===== src/rtl/clock_frequency_divider.sv =====
// Counter plus toggle flop: OutClock has a period of 2*HALF_PERIOD InClock cycles and a 50 % duty cycle.
// Latency: the first rise comes HALF_PERIOD edges after reset release. There is no backpressure; the divider is free-running.
module clock_frequency_divider #(
  parameter int INPUT_FREQUENCY  = 50_000_000,
  parameter int OUTPUT_FREQUENCY = 1
) (
  input  logic InClock,
  input  logic reset,
  output logic OutClock
);

  localparam int HALF_PERIOD   = INPUT_FREQUENCY / (2 * OUTPUT_FREQUENCY);
  localparam int COUNTER_WIDTH = ($clog2(HALF_PERIOD) > 1) ? $clog2(HALF_PERIOD) : 1;
  localparam logic [COUNTER_WIDTH-1:0] TERMINAL_COUNT = COUNTER_WIDTH'(HALF_PERIOD - 1);

  generate
    if (HALF_PERIOD < 1) begin : gIllegalRatio
      $error("clock_frequency_divider: OUTPUT_FREQUENCY exceeds INPUT_FREQUENCY/2");
    end
  endgenerate

  // Declaration values match reset so an unreset simulation starts in a known phase.
  logic [COUNTER_WIDTH-1:0] cnt         = '0;
  logic                     outClockReg = 1'b0;

  always_ff @(posedge InClock) begin
    if (reset) begin
      cnt         <= '0;
      outClockReg <= 1'b0;
    end else if (cnt == TERMINAL_COUNT) begin
      cnt         <= '0;
      outClockReg <= ~outClockReg;
    end else begin
      cnt         <= cnt + 1'b1;
    end
  end

  assign OutClock = outClockReg;

endmodule


===== config.mk =====
export PLATFORM = sky130hd
export DESIGN_NAME = clock_frequency_divider
export DESIGN_NICKNAME = d
export VERILOG_FILES = /design/src/rtl/clock_frequency_divider.sv
export SDC_FILE = /design/constraint.sdc
export NUM_CORES = 1
export LEC_CHECK = 0
export CAP_MARGIN = 20
export CORE_MARGIN = 4
export CORE_UTILIZATION = 60
export CTS_CLUSTER_SIZE = 25
export DETAILED_ROUTE_END_ITERATION = 10
export HOLD_SLACK_MARGIN = 0.06
export PLACE_DENSITY = 0.79
export SLEW_MARGIN = 20
export SYNTH_ARGS = -nofsm -noshare
export SYNTH_HDL_FRONTEND = slang
export SYNTH_SLANG_ARGS = --single-unit
export TNS_END_PERCENT = 30

===== constraint.sdc =====
create_clock -name InClock -period 4.5 [get_ports InClock]
set_input_delay 0.9 -clock InClock [delete_from_list [all_inputs] [get_ports InClock]]
set_output_delay 0.9 -clock InClock [all_outputs]
set_load 0.02 [all_outputs]

---- Yosys cells after proc, flatten, opt, wreduce, memory -nomap -nowiden ----
Index checks and enable logic that the tools add are counted.
operators by class
  $add $sub $neg .......................... 1
  eq/ne operators ......................... 1
  bitwise logic cells ..................... 1
  reductions and logical operators ........ 1
operator list
  kind                   count
  $add 25x1->25 const B  1
  $eq 25x25->1 const B   1
  $reduce_or 2->1        1
  $not 1->1              1
storage, ports and cells
  register bits ........................... 26
  input port bits ......................... 2
  output and inout bits ................... 1
  word-level logic and storage cells ...... 6

---- Depth between registers and ports, before layout ----
  word-level depth ........................ 2
  depth in mapped cells ................... 6
  gate-level depth less buffers ........... 5

---- Worst setup path before layout ----
Ideal clock, no wire load.
  path kind ............................... register to register
  from .................................... reg cnt[0]
  to ...................................... reg cnt[22]
  library setup time ...................... 0.066 ns
  arrival time ............................ 1.949 ns
  required time ........................... 4.434 ns
  slack ................................... 2.485 ns
  stages on the path, launching flop included .. 7
  path buffers ............................ 1
  period minus slack after synthesis ...... 2.015 ns
  cell sequence ........................... dfxtp_1 ha_1 nand2_1 or4_1 buf_2 or4_4 a21oi_2
between the ends
  word-level cells in the longest chain between the ends .. 2
  elaborated cells on any way between the ends .. 3
  those cells by class .................... 1 x add/sub; 1 x eq/ne; 1 x reduce/logical
RTL lines
  element                                                RTL line  text
  start: declaration                                     23        logic [COUNTER_WIDTH-1:0] cnt = '0;
  start signal: assignment                               34        cnt <= cnt + 1'b1;
  branches (longest 2 deep; another with $add 25x1->25)  n/a
Several ways; the timed one is not identified.
A chain may end at the register's enable or synchronous reset.

---- Worst setup path in the final report ----
  from .................................... reg cnt[15]
  to ...................................... reg cnt[4]
between the ends
  word-level cells in the longest chain between the ends .. 2
RTL lines
  element                           RTL line  text
  $eq 25x25->1                      30        end else if (cnt == TERMINAL_COUNT) begin
  $reduce_or 2->1 (no source line)  n/a
Every way passes these cells.

==> metrics.md <==
| Metric | Value |
|---|---|
| Ys Warns | 0 |
| Maximum vdd ir drop | 0.1939 mV |
| DR DRC count | 0 |
| Setup TNS | 0 ns |
| Library cells used by synthesis | 27 |
| Antenna violations before repair | 0 |
| Fin crit share | 0.5419 |
| Worst-margin pin slew | 0.9758 ns |
| First-pass GRT wire length | 4291 microns |
| Max-cap violations | 0 |
| Yosys reg bits | 26 |
| Lkg Pwr | 0.0003843 uW |
| CP startpoint kind | flip-flop |
| Placed Instances | 159 |
| Largest net degree at the start of global routing | 25 |
| Average wire per standard cell | 13.74 microns |
| Cts repair resizes | 0 |
| Final std cells w/o fill | 163 |
| Worst EP required | 4.68 ns |
| Slowest stage delay, CP | 0.78 ns |
| Hold path start | cnt[0] |
| Clk slew on worst S/H paths | 0.14 ns |
| Total number of vias | 994 |
| Num CTS Buffers | 3 |
| Post-Synthesis Cells | 136 |
| CP arrival | 2.62 ns |
| CTS Sinks | 26 |
| Number of global-route vias before repair | 1019 |
| Worst Reg2Reg Path Length in Cells | 4 |
| Die Span X | 52.95 microns |
| TritonCTS clock tree | built |
| Avg Cell Area, Syn | 8.915 sq um |
| Maximum buffer depth of the clock tree | 2 |
| Hold violation count in the final report | 0 |
| R2r startpoint | cnt[15] |
| H-tree lvl count | 1 |
| Antenna-violating nets left | 0 |
| Cell family with most CP delay | simple AND/OR/NAND/NOR gates |
| Worst path bufs/invs | 0 |
| Worst Hold Path EP | cnt[0] |
| Crit-path slowest cell | o21bai_2 |
| Fill count | 161 |
| DPL Wire Length | 1686 microns |
| Tot GR Track Use | 0.2011 |
| R2r setup slk | 2.06 ns |
| Max_slew headroom | 0.3490 |
| Core Box Area | 0.001821 sq mm |
| Sequential area share after synthesis | 0.4293 |
| Global route hottest layer | met2 |
| Die H | 52.95 microns |
| Routability Congestion | 0.8084 |
| Vias per cell | 6.098 |
| Num rows | 15 |
| Post-Syn Area | 0.001212 sq mm |
| Syn_nets | 139 |
| HP Class | flip-flop to flip-flop |
| Antenna diodes | 0 |
| GR met1 Demand/Resource | 0.2552 |
| Layout Skew | 0.008485 ns |
| F_max | 410.1 MHz |
| CTS hold repair buffers | 0 |
| Die area | 0.002804 sq mm |
| Reg2reg end | cnt[4] |
| Post-CTS setup buffer count | 0 |
| I/O Buffers | 2 |
| Area Overhead vs Synth | 6.399% |
| Routing usage on met2 | 0.3430 |
| Final setup violating endpoints | 0 |
| Initial DRC Count | 20 |
| Pwr dens | 310.1 mW/mm^2 |
| Num ports | 3 |
| Effective utilization at floorplan | 0.6660 |
| CP Max Fanout | 24 |
| RSZ-0062 raised after global routing | false |
| Hold Path Depth | 1 |
| Critical path, cell by cell | or4b_1 -> or4_1 -> o21bai_2 -> nor2_1 |
| Fin crit period | 2.439 ns |
| DR pass1 iterations | 4 |
| Outcome | finished, final reports clean |
| Gr ovfl total | 0 |
| Met3 Track Usage GR | 0.03662 |
| Final nets | 142 |
| Crit path kind | flip-flop to flip-flop |
| Final slew viol count | 0 |
| Layout cells sized above 1 | 0.1014 |
| CTS Root Cell | clkbuf_4 |
| Clock Latency Late Sink | 0.31 ns |
| Routed wire length | 2240 microns |
| Element type at the critical path end | flip-flop |
[flip-flops by register name (all words and copies together) (netlist names)]
name and count:
OutClock 1, cnt 25
[how the worst max path moves through the flow]
stage | startpoint | endpoint | slack [ns] | depth (start not counted)
5_1_grt | cnt[0] | cnt[4] | 1.87 | 5
3_3_place_gp | cnt[15] | cnt[7] | 2.10 | 4
4_1_cts | cnt[15] | cnt[4] | 2.05 | 4
6_report | cnt[15] | cnt[4] | 2.06 | 4
2_1_floorplan | cnt[0] | cnt[22] | 2.49 | 6
3_5_place_dp | cnt[15] | cnt[4] | 2.06 | 4
[where the power goes]
part	internal, uW	switching (uW)	total, uW	leakage, uW
Sequential	232	2.41	235	0.000210
Clock	90.0	66.0	156	0.0000279
Combinational	3.37	5.85	9.22	0.000146
[cell usage after synthesis]
cell      count  area share
a21oi_1      10       0.041
a21oi_2       2       0.014
and3_1        1      0.0052
and4_1        1      0.0072
buf_2         3       0.012
buf_6         1      0.0093
dfxtp_1      26        0.43
ha_1          1       0.010
inv_1         5       0.015
nand2_1       8       0.025
nand3_1       7       0.029
nand3_2       1      0.0083
nand4_1       3       0.015
nand4_4       1       0.018
nand4b_1      1      0.0072
nor2_1       17       0.053
nor3_1        4       0.017
o21ai_0       7       0.029
o21bai_2      1      0.0093
o31ai_1       5       0.031
or3_1         6       0.031
or3_2         1      0.0062
or4_1         6       0.037
or4_4         4       0.037
or4b_1        2       0.017
xnor2_1       9       0.065
xor2_1        3       0.022
[metrics by stage]
stage	area [sq um]	total power, uW	utilization	setup WS (ns)	hold slack [ns]
2_1_floorplan	1212	246.7	-	2.485	0.4288
3_5_place_dp	1237	249.1	0.6797	2.063	0.4574
5_1_grt	1290	414.1	0.7086	1.866	0.5119
4_1_cts	1290	404.1	0.7086	2.054	0.4919
6_report	1290	400.1	0.7086	2.061	0.4861
3_3_place_gp	1237	249.0	0.6797	2.104	0.4414
[layout make-up]
| class | instances | area [sq um] | area share |
|---|---|---|---|
| Clock buffer | 3 | 22.52 | 0.01746 |
| Tap cell | 25 | 31.28 | 0.02425 |
| Multi-Input combinational cell | 101 | 646.9 | 0.5015 |
| Timing Repair Buffer | 2 | 20.02 | 0.01552 |
| Clock inverter | 1 | 30.03 | 0.02328 |
| Inverter | 5 | 18.77 | 0.01455 |
| Sequential cell | 26 | 520.5 | 0.4035 |
[layer usage]
metal	up-vias	share of wire
met3	6	0.041
met4	0	0.0089
met5	-	0
li1	495	-
met1	468	0.48
met2	25	0.47
[kinds of logic after synthesis]
family,share of synthesized area
XOR/XNOR,0.08669
adder cells (fa/ha/maj),0.01032
AO/OA/AOI/OAI,0.1249
buffers and inverters,0.03715
flip-flops,0.4293
AND/OR/NAND/NOR,0.3117
[placed cells by master (no fill, tap or decap), drive strengths merged]
cell           instances
a21oi                 12
and3                   1
and4                   1
bufinv                 1
clkbuf                 3
clkdlybuf4s50          2
dfxtp                 26
ha                     1
inv                    5
nand2                  8
nand3                  8
nand4                  4
nand4b                 1
nor2                  17
nor3                   4
o21ai                  7
o21bai                 1
o31ai                  5
or3                    7
or4                   10
or4b                   2
xnor2                  9
xor2                   3
(Power assumes the default switching activity.)
